===== src/rtl/counter_ctrl.sv =====
// Command sequencer for the shared up/down counter: accepts LOAD / STEP / RUN_TO_LIMIT
// commands over valid/ready and reports completion with a one-cycle done pulse.
module counter_ctrl #(
  parameter int unsigned WIDTH = 4
) (
  input  logic             clk,
  input  logic             rst_n,
  input  logic             cmd_valid,
  output logic             cmd_ready,
  input  logic [1:0]       cmd_op,
  input  logic [WIDTH-1:0] cmd_arg,
  input  logic             abort,
  output logic             busy,
  output logic             load_n,
  output logic [WIDTH-1:0] data_load,
  output logic             up_down,
  output logic             ce,
  input  logic [WIDTH-1:0] count_out,
  input  logic             zero_flag,
  input  logic             max_count,
  output logic             done,
  output logic [WIDTH-1:0] resp_count,
  output logic             resp_abort
);

  localparam logic [1:0] OP_LOAD      = 2'b00;
  localparam logic [1:0] OP_STEP_UP   = 2'b01;
  localparam logic [1:0] OP_STEP_DOWN = 2'b10;
  localparam logic [1:0] OP_RUN       = 2'b11;

  typedef enum logic [2:0] {
    S_IDLE,
    S_LOAD,
    S_STEP,
    S_RUN,
    S_DONE
  } state_t;

  state_t           r_state;
  state_t           w_next_state;
  logic [WIDTH-1:0] r_rem;
  logic             r_cmd_ready;
  logic             r_busy;
  logic             r_load_n;
  logic [WIDTH-1:0] r_data_load;
  logic             r_up_down;
  logic             r_done;
  logic [WIDTH-1:0] r_resp_count;
  logic             r_resp_abort;
  logic             r_aborted;
  logic             w_accept;
  logic             w_limit;
  logic             w_ce;
  logic             w_abort_exit;

  assign w_accept = cmd_valid && r_cmd_ready;
  // The limit flag is chosen by the latched run direction
  assign w_limit  = r_up_down ? max_count : zero_flag;

  // State register
  always_ff @(posedge clk or negedge rst_n) begin
    if (!rst_n) begin
      r_state <= S_IDLE;
    end else begin
      r_state <= w_next_state;
    end
  end

  // Next-state and combinational count enable
  always_comb begin
    w_next_state = r_state;
    w_ce         = 1'b0;
    w_abort_exit = 1'b0;
    unique case (r_state)
      S_IDLE: begin
        if (w_accept) begin
          unique case (cmd_op)
            OP_LOAD:                 w_next_state = S_LOAD;
            OP_STEP_UP, OP_STEP_DOWN: w_next_state = (cmd_arg != '0) ? S_STEP : S_DONE;
            OP_RUN:                  w_next_state = S_RUN;
            default:                 w_next_state = S_IDLE;
          endcase
        end
      end
      S_LOAD: w_next_state = S_DONE;
      S_STEP: begin
        if (abort) begin
          w_next_state = S_DONE;
          w_abort_exit = 1'b1;
        end else begin
          w_ce = 1'b1;
          if (r_rem == WIDTH'(1)) begin
            w_next_state = S_DONE;
          end
        end
      end
      S_RUN: begin
        // Reaching the limit wins over a simultaneous abort
        if (w_limit) begin
          w_next_state = S_DONE;
        end else if (abort) begin
          w_next_state = S_DONE;
          w_abort_exit = 1'b1;
        end else begin
          w_ce = 1'b1;
        end
      end
      S_DONE:  w_next_state = S_IDLE;
      default: w_next_state = S_IDLE;
    endcase
  end

  // Registered outputs, command latches and step counter
  always_ff @(posedge clk or negedge rst_n) begin
    if (!rst_n) begin
      r_cmd_ready  <= 1'b1;
      r_busy       <= 1'b0;
      r_load_n     <= 1'b1;
      r_data_load  <= '0;
      r_up_down    <= 1'b0;
      r_done       <= 1'b0;
      r_resp_count <= '0;
      r_resp_abort <= 1'b0;
      r_rem        <= '0;
      r_aborted    <= 1'b0;
    end else begin
      r_cmd_ready <= (w_next_state == S_IDLE);
      r_busy      <= (w_next_state != S_IDLE);
      r_load_n    <= (w_next_state != S_LOAD);
      r_done      <= (r_state == S_DONE);
      if (r_state == S_DONE) begin
        r_resp_count <= count_out;
        r_resp_abort <= r_aborted;
      end
      if (w_accept) begin
        r_aborted <= 1'b0;
        unique case (cmd_op)
          OP_LOAD:      r_data_load <= cmd_arg;
          OP_STEP_UP: begin
            r_up_down <= 1'b1;
            r_rem     <= cmd_arg;
          end
          OP_STEP_DOWN: begin
            r_up_down <= 1'b0;
            r_rem     <= cmd_arg;
          end
          OP_RUN:       r_up_down <= cmd_arg[0];
          default:      r_up_down <= r_up_down;
        endcase
      end else if (r_state == S_STEP) begin
        r_rem <= r_rem - WIDTH'(1);
      end
      if (w_abort_exit) begin
        r_aborted <= 1'b1;
      end
    end
  end

  assign cmd_ready  = r_cmd_ready;
  assign busy       = r_busy;
  assign load_n     = r_load_n;
  assign data_load  = r_data_load;
  assign up_down    = r_up_down;
  assign ce         = w_ce;
  assign done       = r_done;
  assign resp_count = r_resp_count;
  assign resp_abort = r_resp_abort;

endmodule


===== config.mk =====
export PLATFORM = sky130hd
export DESIGN_NAME = counter_ctrl
export DESIGN_NICKNAME = d
export VERILOG_FILES = /design/src/rtl/counter_ctrl.sv
export SDC_FILE = /design/constraint.sdc
export NUM_CORES = 1
export LEC_CHECK = 0
export ABC_AREA = 1
export BUFFER_PORTS_ARGS = -buffer_cell sky130_fd_sc_hd__buf_2
export CELL_PAD_IN_SITES_DETAIL_PLACEMENT = 0
export CELL_PAD_IN_SITES_GLOBAL_PLACEMENT = 2
export CORE_ASPECT_RATIO = 1.2
export CORE_MARGIN = 4
export CORE_UTILIZATION = 28
export DETAILED_ROUTE_END_ITERATION = 10
export PLACE_DENSITY = 0.76
export SYNTH_ARGS = -nofsm -noshare
export SYNTH_HDL_FRONTEND = slang
export SYNTH_SLANG_ARGS = --single-unit

===== constraint.sdc =====
create_clock -name clk -period 1.5 [get_ports clk]
set_input_delay 0.3 -clock clk [delete_from_list [all_inputs] [get_ports clk]]
set_output_delay 0.3 -clock clk [all_outputs]
set_load 0.05 [all_outputs]

==> results of run 1 <==
-- where the power goes --
part / internal [mW] / switching, mW / total (mW)
registers: 0.884 / 0.156 / 1.04
clock network: 0.357 / 0.213 / 0.570
logic: 0.559 / 1.35 / 1.91
total: 1.80 / 1.72 / 3.52
-- cells in the final DEF (no fill, tap or decap), types with 2 or more instances in the layout --
master / netlist / routed
buf_2: 0 / 29
buf_4: 0 / 8
clkbuf_8: 0 / 3
dfrtp_1: 20 / 18
dfrtp_2: 0 / 2
dfstp_2: 2 / 2
ha_1: 5 / 5
inv_1: 20 / 18
inv_2: 4 / 6
mux2_2: 2 / 2
nand2_1: 44 / 42
nand2_2: 4 / 5
nand3_1: 7 / 5
nor2_1: 10 / 9
nor2_2: 3 / 3
o211ai_1: 2 / 2
o21ai_0: 10 / 9
o21ai_1: 5 / 5
-- flip-flops by register name, summed over array words and instances (netlist names) --
signal and count:
resp_abort 1, cmd_ready 1, done 1, resp_count 4
r_state 3, up_down 1, busy 1, data_load 4
r_aborted 1, load_n 1, r_rem 4
-- per-stage QoR --
stage	total power [mW]	worst slack [ns]	hold slack (ns)	instance area, sq um
final	3.52	-0.0905	-0.0118	1540
after global routing	3.79	-0.155	0.0246	1540
after CTS	3.47	-0.107	0.0105	1490
after detailed placement	2.86	0.0217	0.302	1390
after global placement	2.84	-0.00412	0.292	1390
after floorplan	2.42	0.0313	0.00441	1150
-- timing repair --
| item | in CTS | in global routing |
|---|---|---|
| pin swaps | 2 | 2 |
| setup endpoints to repair | 1 | 2 |
| gates resized for setup | 7 | 7 |
| buffers inserted | 2 | 3 |
| hold endpoints to repair | 0 | 0 |
-- how the worst max path moves through the flow --
stage,from,endpoint,cells after the start,slack [ns]
global route,r_state[2],ce,6,-0.15
floorplan,cmd_ready,r_rem[1],7,0.03
detailed placement,cmd_op[0],r_rem[1],9,0.02
finish,r_state[0],ce,3,-0.09
global placement,up_down,ce,6,-0.004
CTS,up_down,ce,7,-0.11
-- cell type report --
cell class                 instances  area (sq um)  share of cell area, %
sequential                        22           556                   36.0
multi-input combinational         98           541                   35.1
timing repair buffer              38           216                   14.0
inverter                          24          90.1                   5.84
tap                               54          67.6                   4.38
clock buffer                       3          41.3                   2.68
clock inverter                     1          30.0                   1.95
-- logic make-up after synthesis --
| group | Yosys count | share of synthesized area, % |
|---|---|---|
| AOI/OAI and AO/OA | 19 | 8.77 |
| xor gates and xnor gates | 2 | 1.54 |
| adders and majority gates | 5 | 5.48 |
| buffers and inverters | 24 | 7.89 |
| DFF | 22 | 48.5 |
| muxes | 2 | 1.97 |
| and+or+nand+nor | 70 | 25.9 |
-- routing by layer --
| metal | up-vias | wire length [um] | share of wire, % |
|---|---|---|---|
| met5 | - | 0 | 0 |
| met3 | 4 | 105 | 3.8 |
| met1 | 469 | 1170 | 43 |
| li1 | 531 | - | - |
| met4 | 0 | 25 | 0.91 |
| met2 | 14 | 1430 | 52 |
==> summary.md, run 1 <==
| Metric | Value |
|---|---|
| Crit path cell chain | nand3b_1 -> o21ai_2 -> buf_6 |
| Fin worst setup slack | -0.0905 ns |
| WL per Instance | 11.4 um |
| Yosys cell types | 19 |
| Initial antenna violation count | 0 |
| Crit path kind | flip-flop to output pin |
| Crit path capture type | output pin |
| Final number of setup-violating endpoints | 1 |
| Initial Util | 29.0% |
| Core area | 3940 sq um |
| Ant diodes | 0 |
| Max-slew violations | 0 |
| Commonest register cell after synthesis | dfrtp_1 |
| Clock Latency Late Sink | 0.27 ns |
| Final cell utilization of the core | 39.1% |
| M1 GR Usage | 13.3% |
| H-tree levels | 1 |
| Area Growth Syn to Fin | 35.1% |
| Non-Filler Instances | 240 |
| Top delay family on crit path | flip-flops |
| Tmin final | 1.59 ns |
| Final hold violations | 20 |
| Post-synth ARST share | 100% |
| Antenna viol nets, final | 0 |
| Worst r2r src | cmd_ready |
| Grt ovf | 0 |
| Synth area leaders | dfrtp_1 (44%), nand2_1 (14%), inv_1 (6.6%) |
| Status | finished, violations left |
| Clock sink count | 22 |
| CP required | 1.20 ns |
| CP max-delay cell | dfrtp_2 |
| HPWL Detailed | 2120 um |
| Crit path buf inv count | 1 |
| Skew final | 0.00291 ns |
| Maxcap violations | 0 |
| Fin Setup TNS | -0.0905 ns |
| Arrival @ worst endpoint | 1.29 ns |
| Worst hold path class | input port to async pin |
| Max Fanout on Critical Path | 6 |
| Worst Tran Pin Value | 0.502 ns |
| Reg clk slew, reported paths | 0.09 ns |
| Count leader, synth | nand2_1 |
| CTS tree | built |
| Total I/O pin count | 31 |
| Largest net degree at the start of global routing | 23 |
| Die Span Y | 77.9 um |
| Final Cycle Share | 106% |
| CP max stage delay | 0.46 ns |
| Critical path startpoint category | flip-flop |
| Register-to-register setup slack | 0.11 ns |
| Share of the synthesized area in the top cell type | 43.9% |
| DR pass1 iterations | 4 |
| All-layer global routing usage | 10.9% |
| DRT Wirelength | 2740 um |
| Leading area contributor after synthesis | dfrtp_1 |
| Worst VDD drop | 0.00107 V |
| Pwr dens | 2280 nW/um^2 |
| Vias in the first global route | 988 |
| Slew HR | 66.5% |
| DRC errors left | 0 |
| Die ar. | 5160 sq um |
| Register bit total from synthesis | 22 |
| Vias | 1018 |
| DR iter-0 viols | 49 |
| Layout cells sized above 1 | 36.6% |
| Failing checks | hold timing, setup timing |
| Avg Vias per Cell | 4.24 |
| Synthesized area | 1140 sq um |
| R2R depth | 7 |
| Port buffer count | 30 |
| Syn_nets | 165 |
| Global route hottest layer | met2 |
| Bufs on Longest Clock Path | 2 |
| Register area share after synthesis | 48.5% |
| Unrepaired setup endpoints after global routing | yes |
| Syn Area/Cell | 7.92 sq um |
| Fmax | 629 MHz |
| Cells after DPL | 231 |
| Hold-fix buffer count after cts | 0 |
| Post-synth EDFFs | 0 |
| DIE WIDTH | 66.3 um |
| Worst r2r dst | r_rem[1] |
| Commonest cells post-synth | nand2_1 (44), dfrtp_1 (20), inv_1 (20) |
| Global-route track usage on met2 | 18.3% |
| Final Wtd Congestion | 0.861 |
| Met3 usage | 3.18% |
| Final hold slack | -0.0118 ns |
| Leak | 0.842 nW |
| Cts bufs inserted | 3 |
| Post-layout net count | 208 |
| Cell Rows | 25 |
| Synth Instances | 144 |
| Fillers | 441 |
| CTS root buf | clkbuf_8 |
| First-pass GRT wire length | 4330 um |
| Synth Warn # | 0 |
(Power assumes the default switching activity.)
==> inputs of run 2 (changes only) <==
--- a/config.mk
+++ b/config.mk
@@ -14,6 +14,7 @@
 export CORE_UTILIZATION = 28
 export DETAILED_ROUTE_END_ITERATION = 10
 export PLACE_DENSITY = 0.76
+export RECOVER_POWER = 50
 export SYNTH_ARGS = -nofsm -noshare
 export SYNTH_HDL_FRONTEND = slang
 export SYNTH_SLANG_ARGS = --single-unit
==> summary.md, run 2 (synthesis gave the netlist of run 1 again) <==
| Metric | Value |
|---|---|
| Status | finished, violations left |
| Failing checks | setup timing |
| WL per Instance | 11.4 um |
| Final cell utilization of the core | 39.1% |
| Setup Slack @ Placement | 0.0217 ns |
| DRT Wirelength | 2740 um |
| Crit path kind | flip-flop to output pin |
| Maxcap violations | 0 |
| Bufs on Longest Clock Path | 2 |
| Unrepaired setup endpoints after global routing | yes |
| Fmax | 629 MHz |
| Die ar. | 5160 sq um |
| Hold-fix buffer count after cts | 0 |
| Core area | 3940 sq um |
| CP required | 1.20 ns |
| DIE WIDTH | 66.3 um |
| Pwr dens | 2280 nW/um^2 |
| Final hold slack | 0.220 ns |
| Reg clk slew, reported paths | 0.09 ns |
| Ant diodes | 0 |
| First-pass GRT wire length | 4330 um |
| Slew HR | 20.1% |
| Clock share of power | 16.2% |
| Worst r2r src | cmd_ready |
| CTS root buf | clkbuf_8 |
| Hold path start | count_out[1] |
| Area Growth Syn to Fin | 35.0% |
| Max-slew violations | 0 |
| Arrival @ worst endpoint | 1.29 ns |
| HPWL Detailed | 2120 um |
| H-tree levels | 1 |
| DR iter-0 viols | 49 |
| Final Wtd Congestion | 0.861 |
| Initial Util | 29.0% |
| Cts bufs inserted | 3 |
| Critical path startpoint category | flip-flop |
| NetSw | 1.72 mW |
| Final Cycle Share | 106% |
| Layout cells sized above 1 | 36.0% |
| Cell Rows | 25 |
| Worst setup path startpoint | r_state[0] |
| Die Span Y | 77.9 um |
| DR pass1 iterations | 4 |
| CTS tree | built |
| Final number of setup-violating endpoints | 1 |
| Commonest non-fill, non-tap cells in the layout | nand2_1 (42), buf_2 (28), inv_1 (18), dfrtp_1 (18) |
| Cells after DPL | 231 |
| Sequential Power Share | 29.6% |
| Worst Tran Pin Value | 1.20 ns |
| Non-Filler Instances | 240 |
| Fin worst setup slack | -0.0905 ns |
| Skew final | 0.00291 ns |
| All-layer global routing usage | 10.9% |
| Worst hold path class | input port to flip-flop |
| DRC errors left | 0 |
| Tmin final | 1.59 ns |
| Total I/O pin count | 31 |
| Clock sink count | 22 |
| Antenna viol nets, final | 0 |
| Commonest non-fill, non-tap cell in the layout | nand2_1 |
| Register-to-register setup slack | 0.11 ns |
| Worst VDD drop | 0.00107 V |
| Avg Vias per Cell | 4.24 |
| Max Fanout on Critical Path | 6 |
| Grt ovf | 0 |
| Final hold violations | 0 |
| Power share of the combinational group | 54.2% |
| Int Pwr | 1.80 mW |
| Post-layout net count | 208 |
| Leak | 0.839 nW |
| Vias in the first global route | 988 |
| Clock Latency Late Sink | 0.27 ns |
| Crit path capture type | output pin |
| Sw Ratio | 48.9% |
| Initial antenna violation count | 0 |
| Vias | 1018 |
| Port buffer count | 30 |
| Largest net degree at the start of global routing | 23 |
[run 2: changes by cell type in the layout (fill, tap and decap cells not counted)]
cell      previous run  this run
buf_2               29        28
clkbuf_1             0         1
[run 2: final cells by class]
type                            count  area [sq um]
Tap cell                           54          67.6
Inverter                           24          90.1
Sequential cell                    22           556
Timing Repair Buffer               38           215
Multi-Input combinational cell     98           541
Fill cell                         442          2400
Clock buffer                        3          41.3
Clock inverter                      1          30.0
[run 2: per-stage QoR]
step	area (sq um)	power [mW]	TNS, ns
2_1_floorplan	1150	2.42	0
3_3_place_gp	1390	2.84	-0.00412
3_5_place_dp	1390	2.86	0
4_1_cts	1490	3.47	-0.107
5_1_grt	1540	3.79	-0.155
6_report	1540	3.52	-0.0905
[run 2: path summary, 6_finish.rpt]
kind                            depth (start not counted)            end
max in group asynchronous                               1        up_down
worst max register to register                          7       r_rem[1]
worst max-delay path                                    3             ce
min in group asynchronous                               1  resp_count[2]
worst min-delay path                                    3  resp_count[1]
worst min register to register                          2  resp_count[0]
[run 2: metal layers]
metal	up-vias	GRT usage [%]	part of all wire (%)
li1	531	-	-
met1	469	13.3	43
met2	14	18.3	52
met3	4	3.18	3.8
met4	0	3.05	0.91
met5	-	0	0
[run 2: worst max-delay path: stages, from the launching register on]
cell	delay (ns)
dfrtp_2	0.46
nand3b_1	0.22
o21ai_2	0.16
buf_6	0.18
[run 2: power by group through the flow]
stage	registers (mW)	clock network (mW)	logic, mW
after floorplan	1.65	0	0.766
after global placement	1.03	0	1.81
after detailed placement	1.04	0	1.82
after CTS	1.03	0.577	1.86
after global routing	1.07	0.610	2.10
final	1.04	0.570	1.91
[run 2: repair_timing]
item	in CTS	in global routing
endpoints found under the setup margin	1	2
buffers inserted	2	3
pin swaps	2	2
gates resized for setup	7	7
